<file path="config.mk">
export PLATFORM = sky130hd
export DESIGN_NAME = muldiv_ctrl
export DESIGN_NICKNAME = d
export VERILOG_FILES = /design/src/rtl/muldiv_ctrl_pkg.sv /design/src/rtl/muldiv_ctrl.sv
export SDC_FILE = /design/constraint.sdc
export NUM_CORES = 1
export LEC_CHECK = 0
export BUFFER_PORTS_ARGS = -buffer_cell sky130_fd_sc_hd__buf_2
export CORE_AREA = 2 2 157 159
export CTS_CLUSTER_DIAMETER = 200
export DETAILED_ROUTE_END_ITERATION = 8
export DIE_AREA = 0 0 159 161
export PLACE_DENSITY_LB_ADDON = 0.08
export SKIP_CTS_REPAIR_TIMING = 1
export SLEW_MARGIN = 20
export SYNTH_ARGS = -nofsm -noshare
export SYNTH_HDL_FRONTEND = slang
export SYNTH_SLANG_ARGS = --single-unit
</file>
<file path="constraint.sdc">
create_clock -name clk -period 12.19 [get_ports clk]
set_clock_uncertainty 0.15 [all_clocks]
set_input_delay 1.219 -clock clk [delete_from_list [all_inputs] [get_ports clk]]
set_output_delay 1.219 -clock clk [all_outputs]
set_load 0.05 [all_outputs]
</file>
<file path="src/rtl/muldiv_ctrl_pkg.sv">
// Shared types and constants for the multiply/divide sequencer beside EX.
// The div handshake levels mirror the DivStart/DivStop and DivResultReady/NotReady constants.
package muldiv_ctrl_pkg;

    localparam int unsigned DATA_W = 32;

    localparam logic DIV_START            = 1'b1;
    localparam logic DIV_STOP             = 1'b0;
    localparam logic DIV_RESULT_READY     = 1'b1;
    localparam logic DIV_RESULT_NOT_READY = 1'b0;

    typedef enum logic [1:0] {
        MDC_IDLE     = 2'd0,
        MDC_DIV_BUSY = 2'd1,
        MDC_MUL_BUSY = 2'd2,
        MDC_DONE     = 2'd3
    } mdc_state_e;

    typedef enum logic [2:0] {
        OP_NONE  = 3'd0,
        OP_DIV   = 3'd1,
        OP_DIVU  = 3'd2,
        OP_MULT  = 3'd3,
        OP_MULTU = 3'd4
    } md_op_e;

    // {remainder, quotient} or {product_hi, product_lo}
    typedef struct packed {
        logic [DATA_W-1:0] hi;
        logic [DATA_W-1:0] lo;
    } hilo_t;

    // Several request bits together is illegal; resolve as div > divu > mult > multu.
    function automatic md_op_e decode_op(input logic op_div, input logic op_divu,
                                         input logic op_mult, input logic op_multu);
        if (op_div)   return OP_DIV;
        if (op_divu)  return OP_DIVU;
        if (op_mult)  return OP_MULT;
        if (op_multu) return OP_MULTU;
        return OP_NONE;
    endfunction

endpackage

</file>
<file path="src/rtl/muldiv_ctrl.sv">
// Sequences one mult/multu/div/divu through the shared mul and div units, stalls EX
// until the 64-bit result is in, then issues a single-cycle HI/LO write.
module muldiv_ctrl
    import muldiv_ctrl_pkg::*;
#(
    parameter int unsigned MUL_CYCLES = 2,
    parameter int unsigned CNT_W      = 4
) (
    input  logic              clk,
    input  logic              rst,
    input  logic              op_div,
    input  logic              op_divu,
    input  logic              op_mult,
    input  logic              op_multu,
    input  logic [DATA_W-1:0] src1,
    input  logic [DATA_W-1:0] src2,
    input  logic              flush,
    input  logic              div_ready,
    input  logic [63:0]       div_result,
    input  logic [63:0]       mul_result,
    output logic              div_start,
    output logic              div_annul,
    output logic              div_signed,
    output logic [DATA_W-1:0] div_opdata1,
    output logic [DATA_W-1:0] div_opdata2,
    output logic              mul_signed,
    output logic [DATA_W-1:0] mul_ina,
    output logic [DATA_W-1:0] mul_inb,
    output logic              stallreq,
    output logic              hi_we,
    output logic              lo_we,
    output logic [DATA_W-1:0] hi_wdata,
    output logic [DATA_W-1:0] lo_wdata,
    output logic              busy
);

    mdc_state_e        state, state_next;
    logic [CNT_W-1:0]  cnt, cnt_next;
    logic [DATA_W-1:0] opa, opb, opa_next, opb_next;
    logic              op_signed, op_signed_next;
    md_op_e            op;
    logic              op_any;
    logic              is_div_op;
    hilo_t             res_next;
    logic              we_q;

    // Next state, operand latch and result capture
    always_comb begin
        state_next     = state;
        cnt_next       = cnt;
        opa_next       = opa;
        opb_next       = opb;
        op_signed_next = op_signed;
        res_next       = '0;
        op             = decode_op(op_div, op_divu, op_mult, op_multu);
        op_any         = (op != OP_NONE);
        is_div_op      = (op == OP_DIV) || (op == OP_DIVU);

        if (flush) begin
            state_next = MDC_IDLE;
        end else begin
            case (state)
                MDC_IDLE: begin
                    if (op_any) begin
                        opa_next       = src1;
                        opb_next       = src2;
                        op_signed_next = (op == OP_DIV) || (op == OP_MULT);
                        if (is_div_op) begin
                            // Divide by zero never reaches the div unit
                            if (src2 == '0) begin
                                state_next  = MDC_DONE;
                                res_next.hi = src1;
                                res_next.lo = '1;
                            end else begin
                                state_next = MDC_DIV_BUSY;
                            end
                        end else begin
                            state_next = MDC_MUL_BUSY;
                            cnt_next   = CNT_W'(MUL_CYCLES - 1);
                        end
                    end
                end
                MDC_DIV_BUSY: begin
                    if (div_ready == DIV_RESULT_READY) begin
                        state_next = MDC_DONE;
                        res_next   = div_result;
                    end
                end
                MDC_MUL_BUSY: begin
                    if (cnt == '0) begin
                        state_next = MDC_DONE;
                        res_next   = mul_result;
                    end else begin
                        cnt_next = cnt - CNT_W'(1);
                    end
                end
                MDC_DONE: state_next = MDC_IDLE;
                default:  state_next = MDC_IDLE;
            endcase
        end
    end

    assign stallreq = ~flush & (((state == MDC_IDLE) & op_any) |
                                (state == MDC_DIV_BUSY) | (state == MDC_MUL_BUSY));

    // A flush in DONE kills the instruction in EX, so its write is dropped too
    assign hi_we = we_q & ~flush;
    assign lo_we = we_q & ~flush;

    always_ff @(posedge clk or posedge rst) begin
        if (rst) begin
            state     <= MDC_IDLE;
            cnt       <= '0;
            opa       <= '0;
            opb       <= '0;
            op_signed <= 1'b0;
        end else begin
            state     <= state_next;
            cnt       <= cnt_next;
            opa       <= opa_next;
            opb       <= opb_next;
            op_signed <= op_signed_next;
        end
    end

    // Unit-facing and HI/LO outputs registered from the next state
    always_ff @(posedge clk or posedge rst) begin
        if (rst) begin
            div_start   <= DIV_STOP;
            div_annul   <= 1'b0;
            div_signed  <= 1'b0;
            div_opdata1 <= '0;
            div_opdata2 <= '0;
            mul_signed  <= 1'b0;
            mul_ina     <= '0;
            mul_inb     <= '0;
            we_q        <= 1'b0;
            hi_wdata    <= '0;
            lo_wdata    <= '0;
            busy        <= 1'b0;
        end else begin
            div_start   <= (state_next == MDC_DIV_BUSY) ? DIV_START : DIV_STOP;
            div_annul   <= flush & (state == MDC_DIV_BUSY);
            div_signed  <= (state_next == MDC_DIV_BUSY) & op_signed_next;
            div_opdata1 <= (state_next == MDC_DIV_BUSY) ? opa_next : '0;
            div_opdata2 <= (state_next == MDC_DIV_BUSY) ? opb_next : '0;
            mul_signed  <= (state_next == MDC_MUL_BUSY) & op_signed_next;
            mul_ina     <= (state_next == MDC_MUL_BUSY) ? opa_next : '0;
            mul_inb     <= (state_next == MDC_MUL_BUSY) ? opb_next : '0;
            we_q        <= (state_next == MDC_DONE);
            hi_wdata    <= res_next.hi;
            lo_wdata    <= res_next.lo;
            busy        <= (state_next != MDC_IDLE);
        end
    end

endmodule

</file>
==> results of run 1 <==
-- layer usage --
layer / up-vias / share of wire
met5: - / 0.00089
met2: 266 / 0.50
met3: 52 / 0.066
li1: 3605 / -
met1: 3809 / 0.41
met4: 4 / 0.024
-- report_power, final --
group | switching, W | total [W] | internal, W | leakage [nW]
combinational | 0.000490 | 0.000657 | 0.000167 | 3.37
clock | 0.000327 | 0.000797 | 0.000471 | 0.429
sequential | 0.0000408 | 0.00106 | 0.00102 | 3.55
-- registers in the layout, summed over array words and instances, names as in the netlist --
name	count
busy	1
cnt	4
div_annul	1
div_opdata1	32
div_opdata2	32
div_signed	1
div_start	1
hi_wdata	32
lo_wdata	32
mul_ina	32
mul_inb	32
mul_signed	1
op_signed	1
opa	32
opb	32
state	2
we_q	1
-- logic make-up after synthesis --
kind of cell	synth area share
DFF	0.6559
AOI/OAI and AO/OA	0.1608
and+or+nand+nor	0.05986
buffers and inverters	0.05790
muxes	0.06437
adders and majority gates	0.001219
-- cells in the mapped netlist (2+ instances only) --
cell        n
clkbuf_1   34
nor3_1      6
buf_1       6
and4_1      3
o22ai_1    32
buf_6       6
a211oi_2   38
mux2i_1    66
nor2b_1     4
nand2_1    35
a211oi_1   26
dfrtp_1   269
nor4_1      8
nand3_1     2
a21boi_0    2
nor2_1     67
a21oi_1    36
or2_2       3
buf_4       6
o21ai_0     4
a22oi_1    64
inv_1      70
buf_2      13
-- layout by cell type (no fill, tap or decap), drive strengths merged, types with 36 or more instances in the layout --
cell type / instances
nand2: 36
mux2i: 66
clkbuf: 41
inv: 70
a211oi: 64
a21oi: 36
buf: 409
dfrtp: 269
nor2: 67
a22oi: 64
-- stage by stage --
step	area [sq um]	total power (W)
global route	13360	0.002640
CTS	13340	0.002543
finish	13360	0.002514
global placement	12470	0.001733
detailed placement	12470	0.001737
floorplan	10260	0.001549
-- worst max-delay path: cells and delay by family --
kind / cells / cell delay, ps
buffers and inverters: 2 / 390
AOI/OAI and AO/OA: 2 / 380
and+or+nand+nor: 2 / 840
-- worst min-delay path by stage --
stage	to	startpoint	slack, ps
after detailed placement	opa[15]$_DFF_PP0_	opa[15]$_DFF_PP0_	350
after global routing	opb[31]$_DFF_PP0_	opb[31]$_DFF_PP0_	380
after global placement	opa[22]$_DFF_PP0_	opa[22]$_DFF_PP0_	340
after CTS	opb[31]$_DFF_PP0_	opb[31]$_DFF_PP0_	360
final	opb[31]$_DFF_PP0_	opb[31]$_DFF_PP0_	350
after floorplan	opa[31]$_DFF_PP0_	opa[31]$_DFF_PP0_	320
-- layout make-up --
cell class              count  area share
flip-flops and latches    269      0.5039
multi-input cells         415      0.2235
repair buffers            409      0.1570
clock buffers              41     0.06294
well taps                 324     0.03035
inverters                  71     0.02061
clock inverters             4    0.001499
diodes                      1   0.0001873
==> metrics.csv, run 1 <==
stage,metric,value,unit
drt,DR vias,7736,
critical_path,Reg2Reg Launch Point,state[1]$_DFF_PP0_,
critical_path,Startpoint Class,primary input,
synthesis,synth warn,0,
floorplan,Initial Util,0.4283,
timing,Fmax,237.4,MHz
global_routing,Global Route Usage Sum,0.2315,
drt,Post-DRT Antenna Nets,0,
clocking,Max clock buf depth,3,
placement,DP Worst Slack,7975,ps
clocking,Worst-Skew Late Latency,520,ps
floorplan,die area,25600,sq um
timing,Period minus WS final,4212,ps
critical_path,cell mode on critical path,buf_2,
power_and_ir_drop,Peak VDD IR,0.0001114,V
floorplan,Core Region,23960,sq um
synthesis,register area share after synthesis,0.6559,
synthesis,top-area cell type share of the netlist area,0.6559,
timing,Final WS setup,7978,ps
synthesis,fraction of registers with async set/reset,1.000,
clocking,Worst-path clk slew,60,ps
global_routing,grt ovf,0,
cells_and_area,Final Util,0.5574,
global_routing,initial antenna violation count,3,
synthesis,Synth Cell Area,10260,sq um
floorplan,IO Count,400,
synthesis,Mapped Cells,820,
timing,worst hold margin,353.6,ps
placement,dpl hpwl,20200,microns
clocking,CTS Sinks,269,
critical_path,CP max stage delay,460,ps
global_routing,vias in the first global route,7977,
floorplan,Row Count,57,
critical_path,crit end category,output port,
clocking,H-tree depth,1,
timing,worst slew pin tran,1070,ps
synthesis,most area-consuming cells after synthesis,"dfrtp_1 66%, mux2i_1 6.4%, a22oi_1 4.7%",
global_routing,grt met1 use,0.2989,
global_routing,first-pass GRT wire length,46520,microns
worst_hold_path,WHS Path Cells,2,
floorplan,Die Width,159,microns
critical_path,end of the critical path,stallreq,
cells_and_area,Layout Cells excl Fill,1534,
placement,GP Congestion,0.8185,
placement,Inst Count DP,1487,
drt,Detailed Routing Iterations Pass 1,4,
cells_and_area,Fillers,2162,
synthesis,biggest area consumer among synthesized cells,dfrtp_1,
cells_and_area,share of post-route cells with drive strength above 1,0.4169,
synthesis,Post-synth top flop,dfrtp_1,
power_and_ir_drop,leakage,7.350,nW
cells_and_area,FF/Latch Area,6731,sq um
timing,final worst-path cycle share,0.3455,
critical_path,kind of critical path,in2out,
critical_path,slowest CP cell,nor4_1,
cells_and_area,fin nets,1395,
critical_path,Reg2Reg Depth,5,
critical_path,Crit Path Max Fanout,4,
clocking,CTS Buf Count,28,
cells_and_area,area grow syn2layout,30.15,%
synthesis,"Avg Cell Area, Syn",12.52,sq um
drt,vias per cell,5.043,
synthesis,synth unique cells,43,
clocking,CTS root buffer,clkbuf_16,
drt,WL/cell,19.70,microns
drt,routed wire length,30220,microns
critical_path,critical path cell sequence,buf_2 -> nor4_1 -> and4_1 -> a21boi_0 -> o21ai_0 -> buf_2,
global_routing,M3 GR Usage,0.05393,
synthesis,#FFs+latches synth,269,
drt,DRT iter0 DRCs,418,
timing,worst relative slew slack,0.2870,
worst_hold_path,Worst Hold Class,reg2reg,
clocking,CTS tree,built,
critical_path,crit path from,src2[27],
global_routing,GR Util met2,0.3935,
critical_path,arrival time at the worst endpoint,2840,ps
critical_path,flop-to-flop setup slack,9270,ps
drt,DRC,0,
global_routing,busiest grt layer,met2,
timing,# setup viols final,0,
critical_path,CP Data Required Time,10820,ps
placement,I/O Buffers,399,
timing,setup TNS,0,ps
timing,RSZ-0062 raised after global routing,false,
synthesis,post-synthesis net count,1021,
flow_run,MaxCap Viol Count,0,
timing,Fin. Hold Viols,0,
synthesis,"EDFF count, synth",0,
timing,Max Slew Vio Count,0,
floorplan,die height,161,microns
power_and_ir_drop,pwr/cell area,188.2,nW/um^2
critical_path,R2R Path End,mul_inb[16]$_DFF_PP0_,
global_routing,largest net degree at the start of global routing,166,
outcome,status,finished clean,
cells_and_area,combined area of the multi-input logic cells,2985,sq um
(Power assumes the default switching activity.)
==> run 2, diff against run 1 <==
==> constraint.sdc (replaced) <==
create_clock -name clk -period 4.1 [get_ports clk]
set_clock_uncertainty 0.15 [all_clocks]
set_input_delay 0.41 -clock clk [delete_from_list [all_inputs] [get_ports clk]]
set_output_delay 0.41 -clock clk [all_outputs]
set_load 0.05 [all_outputs]
==> metrics.csv, run 2 (synthesis gave the netlist of run 1 again) <==
stage,metric,value,unit,change
global_routing,largest net degree at the start of global routing,89,,-46%
timing,Max Slew Vio Count,0,,unchanged
drt,routed wire length,30350,microns,+0.42%
cells_and_area,"most common cell after layout, fill and taps aside",buf_2,,
worst_hold_path,Worst Hold Class,in2reg,,
placement,DP Worst Slack,1262,ps,-6713 ps
power_and_ir_drop,Comb power frac,0.257,,-0.004
timing,RSZ-0062 raised after global routing,false,,
power_and_ir_drop,leakage,7.512,nW,+2.2%
clocking,Worst-Skew Late Latency,530,ps,about the same
timing,Period minus WS final,3341,ps,
critical_path,end of the critical path,stallreq,,
critical_path,R2R Path End,div_opdata1[21]$_DFF_PP0_,,
clocking,CTS Sinks,269,,unchanged
critical_path,Startpoint Class,register,,
drt,DR vias,7876,,+1.8%
power_and_ir_drop,pwr/cell area,561.1,nW/um^2,+200%
clocking,CTS root buffer,clkbuf_16,,
placement,dpl hpwl,20480,microns,+1.4%
critical_path,Reg2Reg Depth,7,,+2
cells_and_area,area grow syn2layout,33.57,%,
worst_hold_path,Hold Crit Start,src1[8],,
timing,final worst-path cycle share,0.8148,,
power_and_ir_drop,internal power,0.005100,W,+210%
critical_path,flop-to-flop setup slack,1400,ps,-7870 ps
cells_and_area,final instance area,13710,sq um,+2.6%
cells_and_area,most frequent cells in the layout,"399 x buf_2, 269 x dfrtp_1, 69 x inv_1",,
timing,Fmax,299.3,MHz,
power_and_ir_drop,Clk network pwr share,0.334,,+0.017
global_routing,initial antenna violation count,3,,unchanged
drt,DRC,0,,unchanged
timing,worst slew pin tran,1055,ps,-14.40 ps
placement,Placed Area,12570,sq um,+0.79%
cells_and_area,fin nets,1419,,+1.7%
power_and_ir_drop,switch share,0.3370,,-0.004076
floorplan,Core Region,23960,sq um,unchanged
timing,Final WS setup,759.2,ps,-7219 ps
critical_path,Reg2Reg Launch Point,cnt[0]$_DFFE_PP0P_,,
critical_path,crit path from,cnt[0]$_DFFE_PP0P_,,
clocking,H-tree depth,1,,unchanged
floorplan,Die Width,159,microns,unchanged
drt,DRT iter0 DRCs,415,,-0.72%
floorplan,Initial Util,0.4283,,unchanged
power_and_ir_drop,sw power,0.002592,W,+200%
critical_path,crit end category,output port,,
floorplan,die height,161,microns,unchanged
clocking,Worst-path clk slew,60,ps,about the same
placement,GP Congestion,0.8128,,-0.70%
timing,# setup viols final,0,,unchanged
clocking,CTS tree,built,,
drt,Detailed Routing Iterations Pass 1,5,,+1
placement,I/O Buffers,399,,unchanged
outcome,status,"finished, violations left",,
critical_path,Crit Path Max Fanout,17,,+13
timing,worst relative slew slack,0.2950,,+0.008032
clocking,CTS Buf Count,29,,+3.6%
drt,WL/cell,19.42,microns,-1.4%
global_routing,Global Route Usage Sum,0.2335,,+0.001959
floorplan,IO Count,400,,unchanged
global_routing,grt ovf,0,,unchanged
floorplan,Row Count,57,,unchanged
power_and_ir_drop,Peak VDD IR,0.0003633,V,+230%
global_routing,first-pass GRT wire length,46680,microns,+0.34%
cells_and_area,share of post-route cells with drive strength above 1,0.4176,,+0.0007356
drt,vias per cell,5.039,,about the same
timing,Fin. Hold Viols,1,,+1
timing,worst hold margin,-7.351,ps,-361.0 ps
critical_path,CP Data Required Time,3540,ps,-7280 ps
drt,Post-DRT Antenna Nets,0,,unchanged
power_and_ir_drop,register share of total power,0.409,,-0.013
clocking,Max clock buf depth,3,,unchanged
outcome,violated checks,negative hold slack,,
critical_path,arrival time at the worst endpoint,2780,ps,-60 ps
flow_run,MaxCap Viol Count,0,,unchanged
floorplan,die area,25600,sq um,unchanged
global_routing,vias in the first global route,7982,,+0.063%
critical_path,kind of critical path,reg2out,,
## run 2: critical path, cell delays in order (launching register included)
cell	delay, ps
dfrtp_1	410
inv_1	70
ha_1	160
or3b_1	440
o32ai_2	330
clkinv_2	360
o21ai_0	160
buf_2	300
## run 2: worst min-delay path by stage
stage | end | slack [ps] | cells past startpoint
after CTS | mul_ina[22]$_DFF_PP0_ | -90 | 2
after detailed placement | opa[15]$_DFF_PP0_ | 340 | 2
after floorplan | opa[31]$_DFF_PP0_ | 320 | 2
after global routing | hi_wdata[29]$_DFF_PP0_ | 0.4 | 3
final | hi_wdata[8]$_DFF_PP0_ | -7 | 3
after global placement | opa[20]$_DFF_PP0_ | 340 | 2
## run 2: area by class of cell
type / instances / area (sq um)
flip-flops and latches: 269 / 6731
clock inverters: 7 / 71.32
diodes: 1 / 2.502
inverters: 71 / 271.5
clock buffers: 44 / 892.1
repair buffers: 432 / 2350
fillers: 2100 / 10250
well taps: 324 / 405.4
multi-input cells: 415 / 2985
## run 2: per-layer routing
metal  track usage  part of all wire  up-vias
li1              -                 -     3648
met1        0.2927              0.41     3902
met2        0.4063              0.50      267
met3       0.05778             0.068       55
met4       0.06364             0.023        4
met5             0           0.00076        -
## run 2: power by group through the flow
stage	combinational [W]	sequential (W)	clock (W)
after floorplan	0.000800	0.00380	0
after global placement	0.00197	0.00318	0
after CTS	0.00199	0.00314	0.00264
final	0.00198	0.00314	0.00257
after global routing	0.00213	0.00318	0.00276
after detailed placement	0.00198	0.00319	0
## run 2: through the flow
step,utilization,TNS (ps),hold WS [ps],power (W),cells
2_1_floorplan,-,-3619,320.9,0.004605,820
3_3_place_gp,0.5247,0,336.3,0.005149,1494
3_5_place_dp,0.5247,0,344.8,0.005172,1494
4_1_cts,0.5649,0,-86.81,0.007773,1545
5_1_grt,0.5720,0,0.4369,0.008061,1562
6_report,0.5721,0,-7.351,0.007692,1563
==> run 3, diff against run 2 <==
--- a/config.mk
+++ b/config.mk
@@ -5,11 +5,12 @@
 export SDC_FILE = /design/constraint.sdc
 export NUM_CORES = 1
 export LEC_CHECK = 0
+export ABC_AREA = 1
 export BUFFER_PORTS_ARGS = -buffer_cell sky130_fd_sc_hd__buf_2
-export CORE_AREA = 2 2 157 159
+export CORE_AREA = 2 2 156 158
 export CTS_CLUSTER_DIAMETER = 200
 export DETAILED_ROUTE_END_ITERATION = 8
-export DIE_AREA = 0 0 159 161
+export DIE_AREA = 0 0 158 160
 export PLACE_DENSITY_LB_ADDON = 0.08
 export SKIP_CTS_REPAIR_TIMING = 1
 export SLEW_MARGIN = 20
==> constraint.sdc (replaced) <==
create_clock -name clk -period 3.46 [get_ports clk]
set_clock_uncertainty 0.15 [all_clocks]
set_input_delay 0.346 -clock clk [delete_from_list [all_inputs] [get_ports clk]]
set_output_delay 0.346 -clock clk [all_outputs]
set_load 0.05 [all_outputs]
==> metrics.csv, run 3 <==
stage,metric,value,unit,change
synthesis,Synth Cell Area,9873,sq um,-3.8%
cells_and_area,final instance area,13880,sq um,+1.3%
power_and_ir_drop,Total Power,0.009088,W,+18%
synthesis,synth warn,0,,unchanged
drt,DRC,0,,unchanged
synthesis,"EDFF count, synth",0,,unchanged
synthesis,post-synthesis net count,1110,,+8.7%
drt,Post-DRT Antenna Nets,0,,unchanged
drt,DR vias,8209,,+4.2%
cells_and_area,area grow syn2layout,40.63,%,
timing,Max Slew Vio Count,0,,unchanged
timing,Final WS setup,410.2,ps,-349.0 ps
critical_path,kind of critical path,reg2out,,
power_and_ir_drop,pwr/cell area,654.5,nW/um^2,+17%
timing,worst hold margin,-24.06,ps,-16.71 ps
outcome,violated checks,negative hold slack,,
clocking,CTS tree,built,,
synthesis,most numerous cell in the Yosys netlist,dfrtp_1,,
synthesis,biggest area consumer among synthesized cells,dfrtp_1,,
global_routing,largest net degree at the start of global routing,158,,+78%
critical_path,Crit Path Max Fanout,14,,-3
critical_path,crit end category,output port,,
timing,worst slew pin tran,961.8,ps,-93.36 ps
timing,worst relative slew slack,0.3588,,+0.06381
global_routing,initial antenna violation count,2,,-1
critical_path,critical path cell sequence,inv_1 -> ha_1 -> nand2_1 -> nor3_4 -> nor2_1 -> nor3_4 -> nor2_1 -> inv_1 -> buf_2,,
clocking,Worst-path clk slew,60,ps,about the same
cells_and_area,share of post-route cells with drive strength above 1,0.3553,,-0.06226
outcome,status,"finished, violations left",,
drt,WL/cell,17.57,microns,-9.5%
floorplan,Row Count,57,,unchanged
timing,RSZ-0062 raised after global routing,false,,
power_and_ir_drop,Peak VDD IR,0.0004577,V,+26%
drt,vias per cell,4.781,,-5.1%
placement,Placed Area,12160,sq um,-3.3%
global_routing,vias in the first global route,7689,,-3.7%
floorplan,Die Width,158,microns,-0.63%
global_routing,first-pass GRT wire length,43520,microns,-6.8%
floorplan,IO Count,400,,unchanged
synthesis,most area-consuming cells after synthesis,"dfrtp_1 68%, nor2_1 6.3%, a22oi_1 4.9%",,
timing,final worst-path cycle share,0.8815,,
floorplan,die height,160,microns,-0.62%
placement,DP Worst Slack,896.3,ps,-365.3 ps
synthesis,Mapped Cells,909,,+11%
global_routing,grt ovf,0,,unchanged
critical_path,CP max stage delay,470,ps,+30 ps
timing,Period minus WS final,3050,ps,
clocking,CTS root buffer,clkbuf_16,,
placement,dpl hpwl,19940,microns,-2.7%
worst_hold_path,Worst Hold Class,in2reg,,
timing,setup TNS,0,ps,unchanged
timing,# setup viols final,0,,unchanged
clocking,CTS Sinks,269,,unchanged
synthesis,#FFs+latches synth,269,,unchanged
global_routing,Global Route Usage Sum,0.2247,,-0.008823
power_and_ir_drop,leakage,7.294,nW,-2.9%
clocking,CTS Buf Count,28,,-3.4%
synthesis,fraction of registers with async set/reset,1.000,,unchanged
critical_path,CP Data Required Time,2960,ps,-580 ps
synthesis,synth cell count leaders,"269 x dfrtp_1, 165 x nor2_1, 81 x inv_1",,
placement,GP Congestion,0.8115,,-0.16%
critical_path,arrival time at the worst endpoint,2550,ps,-230 ps
clocking,H-tree depth,1,,unchanged
cells_and_area,fin nets,1579,,+11%
drt,DRT iter0 DRCs,530,,+28%
synthesis,"Avg Cell Area, Syn",10.86,sq um,-13%
synthesis,synth unique cells,26,,-40%
cells_and_area,most frequent cells in the layout,"399 x buf_2, 269 x dfrtp_1, 164 x nor2_1",,
synthesis,register area share after synthesis,0.6818,,+0.02593
synthesis,top-area cell type share of the netlist area,0.6818,,+0.02593
synthesis,Post-synth top flop,dfrtp_1,,
timing,Fin. Hold Viols,15,,+14
drt,Detailed Routing Iterations Pass 1,5,,unchanged
floorplan,Core Region,23820,sq um,-0.60%
cells_and_area,"most common cell after layout, fill and taps aside",buf_2,,
critical_path,Startpoint Class,register,,
placement,I/O Buffers,399,,unchanged
floorplan,die area,25280,sq um,-1.2%
critical_path,slowest CP cell,nor3_4,,
flow_run,MaxCap Viol Count,0,,unchanged
timing,Fmax,327.9,MHz,
floorplan,Initial Util,0.4145,,-0.01382
drt,routed wire length,30170,microns,-0.59%
clocking,Max clock buf depth,3,,unchanged
cells_and_area,# diodes,0,,-1
clocking,Worst-Skew Late Latency,530,ps,about the same
## run 3: power by group
| group | total, W | switching, W | internal, W |
|---|---|---|---|
| Clock | 0.00292 | 0.00116 | 0.00177 |
| Sequential | 0.00372 | 0.000116 | 0.00360 |
| Combinational | 0.00245 | 0.00181 | 0.000641 |
## run 3: cell type report
| type | count | area [sq um] |
|---|---|---|
| inverters | 84 | 319.1 |
| multi-input cells | 498 | 2560 |
| clock buffers | 41 | 820.8 |
| clock inverters | 4 | 70.07 |
| flip-flops and latches | 269 | 6731 |
| well taps | 324 | 405.4 |
| fillers | 2153 | 9936 |
| repair buffers | 497 | 2978 |
## run 3: final timing paths
path                                     startpoint                         to  slack (ps)  depth (start not counted)
min in group asynchronous                       rst  div_opdata1[21]$_DFF_PP0_         430                          4
worst min register to register  op_signed$_DFF_PP0_        op_signed$_DFF_PP0_         410                          2
worst max-delay path             cnt[0]$_DFFE_PP0P_                   stallreq         410                          9
max in group asynchronous                       rst     lo_wdata[27]$_DFF_PP0_        1920                          4
worst max register to register   cnt[0]$_DFFE_PP0P_      lo_wdata[4]$_DFF_PP0_         410                          8
worst min-delay path                 mul_result[26]     lo_wdata[26]$_DFF_PP0_         -20                          3
## run 3: through the flow
step                cells  utilization
floorplan             909            -
global placement     1589       0.5106
detailed placement   1589       0.5106
CTS                  1634       0.5480
global route         1717       0.5829
finish               1717       0.5829
## run 3: worst max-delay path, delay by kind of cell, from the launching register on
kind / cells / cell delay (ps)
buffers and inverters: 3 / 410
AND/OR/NAND/NOR: 5 / 1070
flip-flops: 1 / 360
adder cells (fa/ha/maj): 1 / 190
## run 3: cells by family (layout without fill, tap and decap cells)
logic type | count (synthesis) | in the layout | share of synthesized area
flops | 269 | 269 | 0.6818
xor+xnor | 2 | 2 | 0.001774
simple gates | 295 | 295 | 0.1366
fa+ha+maj | 1 | 1 | 0.001267
buf+inv | 142 | 626 | 0.06095
compound gates | 200 | 200 | 0.1176
## run 3: layer usage
layer / part of all wire / vias up / wire length (microns) / GRT usage
met5: 0.00036 / - / 11 / 0
met4: 0.022 / 2 / 651 / 0.05651
met3: 0.081 / 53 / 2429 / 0.05482
met2: 0.50 / 329 / 14980 / 0.3767
met1: 0.40 / 3963 / 12090 / 0.2940
li1: - / 3862 / - / -
